[src/rtl/queue_pkg.sv]
// rtl/queue_pkg.sv - shared constants and helpers for the occupancy queue family
package queue_pkg;

  localparam int DEFAULT_DATA_W = 8;
  localparam int DEFAULT_DEPTH  = 16;

  // Widest mask the thermometer helper produces; callers truncate to their depth.
  localparam int THERMO_MAX_W = 256;

  // Occupancy counter width: must hold every value 0..depth inclusive.
  function automatic int cnt_width(input int depth);
    return $clog2(depth + 1);
  endfunction

  // Thermometer decode: bit i is set iff i < count.
  function automatic logic [THERMO_MAX_W-1:0] thermo_decode(input int unsigned count);
    logic [THERMO_MAX_W-1:0] mask;
    mask = '0;
    for (int unsigned i = 0; i < THERMO_MAX_W; i++) begin
      mask[i] = (i < count);
    end
    return mask;
  endfunction

endpackage

[src/rtl/queue_thermo.sv]
// rtl/queue_thermo.sv - combinational occupancy count to thermometer mask decoder
module queue_thermo
  import queue_pkg::*;
#(
  parameter int DEPTH = DEFAULT_DEPTH,
  parameter int CNT_W = cnt_width(DEPTH)
) (
  input  logic [CNT_W-1:0] count,
  output logic [DEPTH-1:0] mask
);

  // Decode the count into a mask; bits above DEPTH-1 are dropped by the width cast.
  always_comb begin
    mask = DEPTH'(thermo_decode(32'(count)));
  end

endmodule

[src/rtl/param_queue.sv]
// rtl/param_queue.sv - parametrised circular-buffer FIFO with occupancy outputs (optional QUEUE_ERR_EN sticky error flags)
module param_queue
  import queue_pkg::*;
#(
  parameter  int DATA_W = DEFAULT_DATA_W,
  parameter  int DEPTH  = DEFAULT_DEPTH,
  localparam int CNT_W  = cnt_width(DEPTH)
) (
  input  logic              clk,
  input  logic              rst,
  input  logic              push,
  input  logic [DATA_W-1:0] push_data,
  input  logic              pop,
  output logic [DATA_W-1:0] pop_data,
  output logic              full,
  output logic              empty,
  output logic [CNT_W-1:0]  size,
  output logic [DEPTH-1:0]  valid
`ifdef QUEUE_ERR_EN
  ,
  output logic              overflow,
  output logic              underflow
`endif
);

  localparam int PTR_W = $clog2(DEPTH);

  logic [DATA_W-1:0] mem [DEPTH];
  logic [PTR_W-1:0]  head;
  logic [PTR_W-1:0]  tail;
  logic              push_ok;
  logic              pop_ok;

  // Flags come from the occupancy counter only, so pointer equality is never ambiguous.
  always_comb begin
    full    = (size == CNT_W'(DEPTH));
    empty   = (size == '0);
    // A pop in the same cycle frees the slot, so a push into a full queue still lands.
    push_ok = push & (~full | pop);
    pop_ok  = pop & ~empty;
    // Head word falls through; forced to zero when nothing is queued.
    pop_data = empty ? '0 : mem[head];
  end

  // Pointer and occupancy state; reset discards all queued contents and beats any strobe.
  always_ff @(posedge clk) begin
    if (rst) begin
      head <= '0;
      tail <= '0;
      size <= '0;
    end else begin
      if (push_ok) begin
        tail <= tail + PTR_W'(1);
      end
      if (pop_ok) begin
        head <= head + PTR_W'(1);
      end
      size <= size + CNT_W'(push_ok) - CNT_W'(pop_ok);
    end
  end

  // Storage array has no reset; a write is suppressed while reset is asserted.
  always_ff @(posedge clk) begin
    if (!rst && push_ok) begin
      mem[tail] <= push_data;
    end
  end

  queue_thermo #(
    .DEPTH (DEPTH),
    .CNT_W (CNT_W)
  ) u_thermo (
    .count (size),
    .mask  (valid)
  );

`ifdef QUEUE_ERR_EN
  // Sticky error flags: record dropped pushes and pops until the next reset.
  always_ff @(posedge clk) begin
    if (rst) begin
      overflow  <= 1'b0;
      underflow <= 1'b0;
    end else begin
      if (push && full && !pop) begin
        overflow <= 1'b1;
      end
      if (pop && empty) begin
        underflow <= 1'b1;
      end
    end
  end
`endif

endmodule
[config.mk]
export PLATFORM = sky130hd
export DESIGN_NAME = param_queue
export DESIGN_NICKNAME = d
export VERILOG_FILES = /design/src/rtl/queue_pkg.sv /design/src/rtl/queue_thermo.sv /design/src/rtl/param_queue.sv
export SDC_FILE = /design/constraint.sdc
export NUM_CORES = 1
export LEC_CHECK = 0
export CORE_UTILIZATION = 39
export CTS_CLUSTER_SIZE = 28
export DETAILED_ROUTE_END_ITERATION = 16
export PLACE_DENSITY = 0.68
export RECOVER_POWER = 50
export SYNTH_ARGS = -nofsm -noshare
export SYNTH_HDL_FRONTEND = slang
export SYNTH_HIERARCHICAL = 1
export SYNTH_SLANG_ARGS = --single-unit
[constraint.sdc]
create_clock -name clk -period 3.2 [get_ports clk]
set_input_delay 0.48 -clock clk [delete_from_list [all_inputs] [get_ports clk]]
set_output_delay 0.48 -clock clk [all_outputs]
set_load 0.005 [all_outputs]
==> run metrics <==
status=completed; Syn Area/Cell=17.8 um2; Int Pwr=0.00409 W; area of the core=0.0151 mm2; Die W=126 um; total grt overflow=0; crit path launch type=flip-flop; Hold Crit Class=reg2reg; initial core utilization=39.8%; Resized Gates After CTS=0; vias=3,149; Final Max Tran Viols=0; Core Util, Final=47.9%; vias in the first global route=3,159; CTS tree=yes; worst r2r path cells=12; Worst Hold Depth=2; reg2reg end=size[4]$_SDFF_PP0_; 1st-iter DRT viols=240; drt first pass iters=4; wire length of the first global-routing pass=17,600 um; H-Tree Depth=4; I/O pins=43; Worst R2R Setup Slack=0.27 ns; initial antenna violation count=0; clock skew=0.00797 ns; CTS buffer count=17; Final Hold Vio Count=0; I/O Buffers=42; Syn Std Cell Area=0.00602 mm2; Mapped Nets=362; area delta synth->final=20.3%; final estimated routing congestion in global placement=0.721; Worst-path clk slew=0.06 ns; Hold Startpoint=head[3]$_SDFFE_PP0N_; Gate power share=29.2%; Final #Nets=428; std cell rows=45; CTS Buffer Depth=2; met2 Use GR=23.8%; Psw=0.00142 W; clock share of power=31.1%; Synth async-reset ratio=0%; Post-CTS Hold Buffers=0; height of the die=126 um; Pwr Density=760 mW/mm2; Antenna Nets Post-Route=0; fmax=330 MHz; largest net degree at the start of global routing=25; switching share of total power=25.7%; Avg WL per Cell=18.1 um; Clk Latency, worst-skew pair=0.41 ns; Max VDD drop=0.000538 V; Max-slew headroom=39.5%; RSZ-0062 raised after global routing=false; number of library cell types mapped by synthesis=39; worst-path maximum fanout=17; Clock Sinks=145; Root Driver=clkbuf_16; met1 Track Usage GR=20.2%; Post-synth EDFFs=128; Ys Warns=6; met3 usage=4.55%; static leakage=2.43 nW; WL final=11,000 um; Die Footprint=0.0159 mm2; GRT Total Usage=15.3%; Cells after Synth=338; minimum clock period=3.03 ns; Seq/Total Area, Yosys=69.5%; grt peak-use layer=met2; CP endpoint kind=primary output; setup bufs post-CTS=0; via density per instance=5.20; crit path DAT=2.55 ns; Crit Path Category=reg2out; DRC Markers=0; Flop pwr share=39.6%; final setup violation count=0; Worst EP required=2.72 ns; Seq cells post-synth=145; hpwl dp=7090 um; Slew @ Worst Pin=0.904 ns; Filler cells=1,254; Final Cycle Share=94.8%; share of cells above drive strength 1=17.5%; Max-Cap Viols=0; ys flop type=edfxtp_1; diodes inserted=0; Hold Path End=head[3]$_SDFFE_PP0N_; Reg-to-Reg Start=size[2]$_SDFF_PP0_; final setup TNS=0 ns
[through the flow]
step	power, W	instance area [um2]	setup WS [ns]	cells	hold WS, ns
final	0.00551	7250	0.168	605	0.527
after global routing	0.00580	7250	0.0206	605	0.563
after CTS	0.00556	7250	0.0369	605	0.533
after detailed placement	0.00384	6740	0.265	573	0.504
after global placement	0.00381	6740	0.330	573	0.511
after floorplan	0.00316	6020	0.247	338	0.482
[how the worst max path moves through the flow]
stage | startpoint | slack [ns] | end
global route | flip-flop | 0.02 | pop_data[7]
CTS | flip-flop | 0.04 | pop_data[7]
finish | flip-flop | 0.17 | pop_data[7]
global placement | pop | 0.33 | size[4]$_SDFF_PP0_
detailed placement | size[2]$_SDFF_PP0_ | 0.26 | size[4]$_SDFF_PP0_
floorplan | size[3]$_SDFF_PP0_ | 0.25 | size[4]$_SDFF_PP0_
[cell usage after synthesis (2+ instances only)]
library cell  count  area [um2]
nand3_1           3        15.0
clkbuf_1          5        18.8
mux4_1           13         342
o211ai_1          2        15.0
dfxtp_1          17         340
or3_1             3        18.8
nor2_1           30         113
xor2_1            4        35.0
nand2_1          12        45.0
buf_4             2        15.0
nand2b_1          4        25.0
buf_2             6        30.0
edfxtp_1        128        3840
buf_6             4        45.0
mux4_2           19         428
mux2i_1           9        90.1
a21oi_1          13        65.1
a21o_1            2        15.0
nor2b_1           3        18.8
inv_1            11        41.3
xnor2_1           4        35.0
ha_1             11         138
mux2_2            9         101
o21ai_0           6        30.0
o21ai_1           4        20.0
[sequential cells by signal (all words and copies together), names as in the netlist, named ones only]
signal / count
mem: 128
head: 4
tail: 4
size: 5
[layout make-up]
type	instances	area, um2	share of cell area, %
Sequential cell	145	4180	57.7
Multi-Input combinational cell	164	1670	23.0
Timing Repair Buffer	65	607	8.37
Clock buffer	21	440	6.08
Tap cell	188	235	3.25
Clock inverter	11	71.3	0.984
Inverter	11	41.3	0.570
[cell usage in the layout, fill, tap and decap left out, types with 2 or more instances in the layout]
| master | synthesis | final |
|---|---|---|
| a21o_1 | 2 | 2 |
| a21oi_1 | 13 | 13 |
| buf_12 | 1 | 2 |
| buf_4 | 2 | 18 |
| clkbuf_1 | 5 | 7 |
| clkbuf_16 | 0 | 17 |
| clkdlybuf4s50_1 | 0 | 34 |
| clkinv_1 | 0 | 7 |
| clkinv_2 | 0 | 3 |
| dfxtp_1 | 17 | 17 |
| dlygate4sd3_1 | 0 | 8 |
| edfxtp_1 | 128 | 128 |
| ha_1 | 11 | 11 |
| inv_1 | 11 | 11 |
| mux2_2 | 9 | 9 |
| mux2i_1 | 9 | 9 |
| mux4_1 | 13 | 13 |
| mux4_2 | 19 | 19 |
| nand2_1 | 12 | 12 |
| nand2b_1 | 4 | 4 |
| nand3_1 | 3 | 3 |
| nor2_1 | 30 | 30 |
| nor2b_1 | 3 | 3 |
| o211ai_1 | 2 | 2 |
| o21ai_0 | 6 | 6 |
| o21ai_1 | 4 | 4 |
| or3_1 | 3 | 3 |
| xnor2_1 | 4 | 4 |
| xor2_1 | 4 | 4 |
[metal layers]
metal / vias to the layer above / wire (um)
met5: - / 0
met4: 0 / 144
met3: 11 / 714
met2: 91 / 5310
met1: 1589 / 4800
li1: 1458 / -
[power by group through the flow]
stage | combinational [W] | sequential (W) | clock, W
after floorplan | 0.000935 | 0.00223 | 0
after global placement | 0.00160 | 0.00222 | 0
after detailed placement | 0.00162 | 0.00222 | 0
after CTS | 0.00163 | 0.00218 | 0.00175
after global routing | 0.00178 | 0.00219 | 0.00183
final | 0.00161 | 0.00218 | 0.00171
[critical path, cell delays in order, from the launching register on]
cell and delay, ns:
dfxtp_1 0.36, buf_12 0.18, mux4_1 0.57, mux2_2 0.28
o21ai_0 0.15, a21oi_1 0.09, clkdlybuf4s50_1 0.50
[cells by family (layout without fill, tap and decap cells)]
group,after synthesis,after routing,share of synthesized area (%)
mux,50,50,16.0
flops,145,145,69.5
fa+ha+maj,12,12,2.62
buf+inv,29,108,2.83
compound gates,31,31,3.01
simple gates,63,63,4.96
xor+xnor,8,8,1.16
Note: power is estimated with default switching activity, not from simulation.
